$ cat config.mk
export PLATFORM = sky130hd
export DESIGN_NAME = cvae_init_loader
export DESIGN_NICKNAME = d
export VERILOG_FILES = /design/src/rtl/cvae_pkg.sv /design/src/rtl/cvae_reg_bank.sv /design/src/rtl/cvae_init_loader.sv
export SDC_FILE = /design/constraint.sdc
export NUM_CORES = 1
export LEC_CHECK = 0
export ABC_AREA = 1
export BUFFER_PORTS_ARGS = -buffer_cell sky130_fd_sc_hd__buf_2
export CAP_MARGIN = 20
export CORE_UTILIZATION = 30
export DETAILED_ROUTE_END_ITERATION = 6
export GPL_TIMING_DRIVEN = 0
export PLACE_DENSITY = 0.43
export SYNTH_ARGS = -nofsm -noshare
export SYNTH_HDL_FRONTEND = slang
export SYNTH_SLANG_ARGS = --single-unit
export TNS_END_PERCENT = 1
$ cat constraint.sdc
create_clock -name clk -period 2.98 [get_ports clk]
set_clock_uncertainty 0.1 [all_clocks]
set_input_delay 0.596 -clock clk [delete_from_list [all_inputs] [get_ports clk]]
set_output_delay 0.596 -clock clk [all_outputs]
set_load 0.005 [all_outputs]
$ cat src/rtl/cvae_pkg.sv
// Shared constants, FSM state type and segment layout helpers for the CVAE init loader.
package cvae_pkg;

  localparam int DATA_WIDTH_DEF = 32;

  localparam logic [1:0] SEG_STATE = 2'd0;
  localparam logic [1:0] SEG_GOAL  = 2'd1;
  localparam logic [1:0] SEG_Z     = 2'd2;

  typedef enum logic [1:0] {
    IDLE = 2'd0,
    LOAD = 2'd1,
    DONE = 2'd2
  } state_t;

  function automatic int total_len(input int state_len, input int goal_len, input int z_len);
    return state_len + goal_len + z_len;
  endfunction

  // Burst offset of the first word of a segment; seg 3 maps to the end of the burst.
  function automatic int seg_base(input int seg, input int state_len, input int goal_len,
                                  input int z_len);
    case (seg)
      0:       return 0;
      1:       return state_len;
      2:       return state_len + goal_len;
      default: return total_len(state_len, goal_len, z_len);
    endcase
  endfunction

endpackage

$ cat src/rtl/cvae_reg_bank.sv
// DEPTH x DATA_WIDTH flop bank with indexed write and combinational read.
// Reads outside the bank return zero; out-of-range writes are dropped.
module cvae_reg_bank
  import cvae_pkg::*;
#(
  parameter int DEPTH      = 13,
  parameter int DATA_WIDTH = DATA_WIDTH_DEF,
  parameter int IDX_W      = 4
) (
  input  logic                  clk,
  input  logic                  rst_n,
  input  logic                  i_wr_en,
  input  logic [IDX_W-1:0]      i_wr_idx,
  input  logic [DATA_WIDTH-1:0] i_wr_data,
  input  logic [IDX_W-1:0]      i_rd_idx,
  output logic [DATA_WIDTH-1:0] o_rd_data
);

  logic [DATA_WIDTH-1:0] r_mem [DEPTH];

  always_ff @(posedge clk or negedge rst_n) begin
    if (!rst_n) begin
      for (int i = 0; i < DEPTH; i++) r_mem[i] <= '0;
    end else begin
      for (int i = 0; i < DEPTH; i++) begin
        if (i_wr_en && (i_wr_idx == IDX_W'(i))) r_mem[i] <= i_wr_data;
      end
    end
  end

  // Compare-based mux so an index wider than the bank simply falls through to zero.
  always_comb begin
    o_rd_data = '0;
    for (int i = 0; i < DEPTH; i++) begin
      if (i_rd_idx == IDX_W'(i)) o_rd_data = r_mem[i];
    end
  end

endmodule

$ cat src/rtl/cvae_init_loader.sv
// Burst loader: after a start pulse, streams init_data words into the state, goal and
// Z banks in order, then pulses done. Random-access read port for the compute datapath.
module cvae_init_loader
  import cvae_pkg::*;
#(
  parameter int DATA_WIDTH = DATA_WIDTH_DEF,
  parameter int STATE_LEN  = 13,
  parameter int GOAL_LEN   = 6,
  parameter int Z_LEN      = 4,
  parameter int USE_VALID  = 0,
  parameter int IDX_W      = 4,
  parameter int CNT_W      = 5
) (
  input  logic                  clk,
  input  logic                  rst_n,
  input  logic                  start,
  input  logic                  init_valid,
  input  logic [DATA_WIDTH-1:0] init_data,
  output logic                  busy,
  output logic                  done,
  output logic                  loaded,
  output logic                  restart_err,
  output logic [CNT_W-1:0]      word_cnt,
  input  logic [1:0]            rd_seg,
  input  logic [IDX_W-1:0]      rd_idx,
  output logic [DATA_WIDTH-1:0] rd_data
);

  localparam int TOTAL     = total_len(STATE_LEN, GOAL_LEN, Z_LEN);
  localparam int BASE_GOAL = seg_base(1, STATE_LEN, GOAL_LEN, Z_LEN);
  localparam int BASE_Z    = seg_base(2, STATE_LEN, GOAL_LEN, Z_LEN);

  localparam logic [CNT_W-1:0] LAST_CNT      = CNT_W'(TOTAL - 1);
  localparam logic [CNT_W-1:0] CNT_BASE_GOAL = CNT_W'(BASE_GOAL);
  localparam logic [CNT_W-1:0] CNT_BASE_Z    = CNT_W'(BASE_Z);

  state_t             r_state, w_state_nxt;
  logic [CNT_W-1:0]   r_word_cnt, w_word_cnt_nxt;
  logic               r_loaded, w_loaded_nxt;
  logic               r_restart_err, w_restart_err_nxt;
  logic               w_accept;
  logic               w_capture;
  logic [2:0]         w_wr_en;
  logic [CNT_W-1:0]   w_offset;
  logic [IDX_W-1:0]   w_wr_idx;
  logic [DATA_WIDTH-1:0] w_rd_state, w_rd_goal, w_rd_z;

  assign w_accept = (USE_VALID != 0) ? init_valid : 1'b1;

  always_ff @(posedge clk or negedge rst_n) begin
    if (!rst_n) begin
      r_state       <= IDLE;
      r_word_cnt    <= '0;
      r_loaded      <= 1'b0;
      r_restart_err <= 1'b0;
    end else begin
      r_state       <= w_state_nxt;
      r_word_cnt    <= w_word_cnt_nxt;
      r_loaded      <= w_loaded_nxt;
      r_restart_err <= w_restart_err_nxt;
    end
  end

  always_comb begin
    w_state_nxt       = r_state;
    w_word_cnt_nxt    = r_word_cnt;
    w_loaded_nxt      = r_loaded;
    w_restart_err_nxt = 1'b0;
    w_capture         = 1'b0;
    case (r_state)
      IDLE: begin
        if (start) begin
          w_state_nxt    = LOAD;
          w_word_cnt_nxt = '0;
          w_loaded_nxt   = 1'b0;
        end
      end
      LOAD: begin
        // A start here restarts the burst; that cycle's data is never captured.
        if (start) begin
          w_word_cnt_nxt    = '0;
          w_restart_err_nxt = 1'b1;
        end else if (w_accept) begin
          w_capture      = 1'b1;
          w_word_cnt_nxt = r_word_cnt + 1'b1;
          if (r_word_cnt == LAST_CNT) begin
            w_state_nxt  = DONE;
            w_loaded_nxt = 1'b1;
          end
        end
      end
      DONE: begin
        if (start) begin
          w_state_nxt    = LOAD;
          w_word_cnt_nxt = '0;
          w_loaded_nxt   = 1'b0;
        end else begin
          w_state_nxt = IDLE;
        end
      end
      default: w_state_nxt = IDLE;
    endcase
  end

  always_comb begin
    w_wr_en  = 3'b000;
    w_offset = r_word_cnt;
    if (r_word_cnt < CNT_BASE_GOAL) begin
      w_wr_en[SEG_STATE] = w_capture;
    end else if (r_word_cnt < CNT_BASE_Z) begin
      w_wr_en[SEG_GOAL] = w_capture;
      w_offset          = r_word_cnt - CNT_BASE_GOAL;
    end else begin
      w_wr_en[SEG_Z] = w_capture;
      w_offset       = r_word_cnt - CNT_BASE_Z;
    end
  end

  assign w_wr_idx = IDX_W'(w_offset);

  cvae_reg_bank #(
    .DEPTH     (STATE_LEN),
    .DATA_WIDTH(DATA_WIDTH),
    .IDX_W     (IDX_W)
  ) u_bank_state (
    .clk      (clk),
    .rst_n    (rst_n),
    .i_wr_en  (w_wr_en[SEG_STATE]),
    .i_wr_idx (w_wr_idx),
    .i_wr_data(init_data),
    .i_rd_idx (rd_idx),
    .o_rd_data(w_rd_state)
  );

  cvae_reg_bank #(
    .DEPTH     (GOAL_LEN),
    .DATA_WIDTH(DATA_WIDTH),
    .IDX_W     (IDX_W)
  ) u_bank_goal (
    .clk      (clk),
    .rst_n    (rst_n),
    .i_wr_en  (w_wr_en[SEG_GOAL]),
    .i_wr_idx (w_wr_idx),
    .i_wr_data(init_data),
    .i_rd_idx (rd_idx),
    .o_rd_data(w_rd_goal)
  );

  cvae_reg_bank #(
    .DEPTH     (Z_LEN),
    .DATA_WIDTH(DATA_WIDTH),
    .IDX_W     (IDX_W)
  ) u_bank_z (
    .clk      (clk),
    .rst_n    (rst_n),
    .i_wr_en  (w_wr_en[SEG_Z]),
    .i_wr_idx (w_wr_idx),
    .i_wr_data(init_data),
    .i_rd_idx (rd_idx),
    .o_rd_data(w_rd_z)
  );

  always_comb begin
    case (rd_seg)
      SEG_STATE: rd_data = w_rd_state;
      SEG_GOAL:  rd_data = w_rd_goal;
      SEG_Z:     rd_data = w_rd_z;
      default:   rd_data = '0;
    endcase
  end

  assign busy        = (r_state == LOAD);
  assign done        = (r_state == DONE);
  assign loaded      = r_loaded;
  assign restart_err = r_restart_err;
  assign word_cnt    = r_word_cnt;

endmodule

==> flow_summary.json <==
{
  "routed_wl_um": 152000,
  "worst_pin_slew_ps": 939,
  "nets": 4815,
  "synth_warnings": 0,
  "ys_types": 39,
  "tritoncts": "built",
  "rows": 125,
  "ys_seq_area_frac": 0.527,
  "num_io_pins": 83,
  "start_kind": "input pin",
  "cts_made_buffers": 89,
  "grt-ovfl-total": 0,
  "io_buffer_count": 81,
  "max_cap_violations": 0,
  "power.leakage_uw": 0.0221,
  "die_width_um": 345,
  "clockBufferDepth": 3,
  "first_global_vias": 32200,
  "vias_per_cell": 5.05,
  "diodes": 0,
  "relSlewSlack": 0.374,
  "syn_inst": 4541,
  "fin_crit_ps": 3250,
  "cp_max_fo": 10,
  "core_um2": 117000,
  "finalHoldViolCount": 0,
  "worstPathArrival_ps": 2560,
  "worst_slack_ps": -271,
  "syn_area_per_cell_um2": 7.79,
  "hpwl_um": 114000,
  "ir_drop_mv": 0.394,
  "cp.required_ps": 2280,
  "run_status": "complete, but fails checks",
  "fp.dieH_um": 345,
  "route.detailed.drc": 0,
  "dr_total_vias": 32100,
  "grt_pass1_wl_um": 223000,
  "firstDrtPassIters": 5,
  "synth_nets": 4588,
  "finalSetupViolations": 339,
  "start_util": 0.304,
  "grt_max_degree": 109,
  "r2r_slack_ps": -100,
  "power_density_nw_per_um2": 668,
  "cts_sinks": 745,
  "ant_nets": 0,
  "die_area_um2": 119000,
  "violations": "setup timing",
  "pre_cts_ws_ps": -2210,
  "min_path_type": "input pin to flop",
  "globalplace.congestion": 0.881,
  "htree_levels": 3,
  "clk_pin_slew_ps": 60,
  "fin_crit_sh": 1.09,
  "drive_above_1_share": 0.165,
  "rsz0062_at_grt": "true",
  "antenna_found_initial": 3,
  "wl_per_cell_um": 23.9,
  "grt_usage": 0.253,
  "clock_tree.root_cell": "clkbuf_16",
  "fmax_mhz": 308,
  "critPathKind": "input pin to output port",
  "final_util": 0.376,
  "yosys_register_bits": 745,
  "syn_to_final_growth_pct": 23.7,
  "dr.first_iter.drc_count": 2801,
  "clk_latency_ps": 660,
  "netlist_area_um2": 35400,
  "end_kind": "output port",
  "num-fill-cells": 12300,
  "report.final.slew_viol_count": 0
}
-- through the flow --
| step | total power, uW | cell area, um^2 | TNS (ps) | instances | hold slack (ps) |
|---|---|---|---|---|---|
| 2_1_floorplan | 15400 | 35400 | 0 | 4541 | 200 |
| 3_3_place_gp | 17200 | 37700 | - | 6146 | 348 |
| 3_5_place_dp | 17300 | 38000 | -357400 | 6157 | 355 |
| 4_1_cts | 29300 | 43100 | -21950 | 6353 | 33.2 |
| 5_1_grt | 30600 | 43800 | -93660 | 6361 | 60.0 |
| 6_report | 29200 | 43800 | -16270 | 6361 | 77.8 |
-- synthesized netlist by cell type --
cell / instances / area share
nand2_1: 1635 / 0.17
dfrtp_1: 745 / 0.53
nand3_1: 659 / 0.093
o21ai_0: 273 / 0.039
clkbuf_1: 242 / 0.026
inv_1: 234 / 0.025
o21ai_1: 165 / 0.023
nor2_1: 142 / 0.015
a21oi_1: 97 / 0.014
buf_2: 84 / 0.012
nand4_1: 65 / 0.011
or2_2: 37 / 0.0065
buf_1: 29 / 0.0031
a31oi_1: 27 / 0.0048
o211ai_1: 19 / 0.0040
inv_2: 8 / 0.00085
nand3_2: 8 / 0.0023
nand4_2: 8 / 0.0028
nor2_2: 7 / 0.0012
a221oi_1: 6 / 0.0015
buf_4: 6 / 0.0013
or2_0: 6 / 0.0011
ha_1: 4 / 0.0014
nor2_4: 4 / 0.0013
o21ai_2: 4 / 0.00099
clkinv_1: 3 / 0.00032
nand2_2: 3 / 0.00053
nand3_4: 3 / 0.0015
o22ai_1: 3 / 0.00053
xor2_1: 3 / 0.00074
nand2_8: 2 / 0.0011
nor2_8: 2 / 0.0011
xnor2_1: 2 / 0.00050
a21o_1: 1 / 0.00021
buf_6: 1 / 0.00032
fa_1: 1 / 0.00057
nand4_4: 1 / 0.00060
nor3_1: 1 / 0.00014
xor2_4: 1 / 0.00078
-- logic make-up (layout without fill, tap and decap cells) --
kind of cell    count (synthesis)  after routing  synth area share
simple gates                 2583           2583             0.313
fa+ha+maj                       5              5           0.00198
xor+xnor                        6              6           0.00202
buf+inv                       607            903            0.0682
flops                         745            745             0.527
compound gates                595            595            0.0877
-- power by group --
group | leakage [uW] | switching (uW) | total [uW] | internal, uW
sequential | 0.0101 | 907 | 12700 | 11800
clock | 0.00149 | 4660 | 11400 | 6750
combinational | 0.0105 | 3340 | 5080 | 1740
-- sequential cells by signal, indices dropped and copies added (netlist names) --
signal and flops:
u_bank_state.r_mem 416, word_cnt 5, r_state 2, u_bank_goal.r_mem 192
restart_err 1, u_bank_z.r_mem 128, loaded 1
-- metal layers --
| metal | part of all wire | global-route usage |
|---|---|---|
| met4 | 0.036 | 0.0843 |
| met2 | 0.48 | 0.427 |
| met3 | 0.050 | 0.0374 |
| met1 | 0.43 | 0.330 |
| met5 | 0 | 0 |
-- layout make-up --
type / count / area, um^2 / area share
well taps: 1524 / 1910 / 0.0436
plain buffers: 362 / 2750 / 0.0627
repair buffers: 135 / 1270 / 0.0291
clock inverters: 27 / 295 / 0.00675
inverters: 245 / 981 / 0.0224
clock buffers: 133 / 2700 / 0.0616
repair inverters: 1 / 16.3 / 0.000372
flip-flops and latches: 745 / 18600 / 0.426
multi-input cells: 3189 / 15200 / 0.347
-- worst max-delay path, stage by stage --
cell	delay (ps)
buf_12	130
nor2_4	190
clkbuf_16	210
buf_4	130
clkbuf_4	210
buf_6	200
nand3_1	150
a31oi_2	360
a31oi_1	100
nand2_2	140
buf_2	110
-- worst paths after layout --
path	from	to	depth (start not counted)
min in group asynchronous	rst_n	u_bank_state.r_mem[347]	2
worst min register to register	u_bank_state.r_mem[137]	u_bank_state.r_mem[137]	2
worst min-delay path	start	restart_err	3
worst max-delay path	rd_idx[3]	rd_data[20]	11
worst max register to register	word_cnt[2]	u_bank_state.r_mem[209]	16
max in group asynchronous	rst_n	u_bank_z.r_mem[16]	5
-- repair_timing --
action / 4_1_cts / 5_1_grt
gates cloned: 4 / 3
pin swaps: 57 / 85
endpoints found under the setup margin: 768 / 755
endpoints found under the hold margin: 62 / 0
buffers inserted: 31 / 5
gates resized for setup: 617 / 234
hold buffers: 1 / 0
-- layout by cell type (no fill, tap or decap), types with 6 or more instances in the layout --
cell          n
nand2_1    1568
dfrtp_1     742
nand3_1     651
o21ai_0     243
inv_1       227
o21ai_1     178
buf_2       121
clkbuf_1    110
clkbuf_16   104
nor2_1      100
a21oi_1      89
buf_4        72
nand4_1      65
nand2_2      56
clkbuf_8     53
buf_6        42
clkbuf_2     41
clkbuf_4     36
nor2_2       35
or2_2        25
buf_8        21
clkinv_2     19
o21ai_2      19
o211ai_1     19
nor2_4       18
buf_12       17
a31oi_1      14
nand2_4      12
or2_4        12
nand3_2      10
nand3_4       9
a21oi_2       8
nand4_4       8
a31oi_4       7
buf_16        7
a31oi_2       6
bufinv_16     6
(Power assumes the default switching activity.)
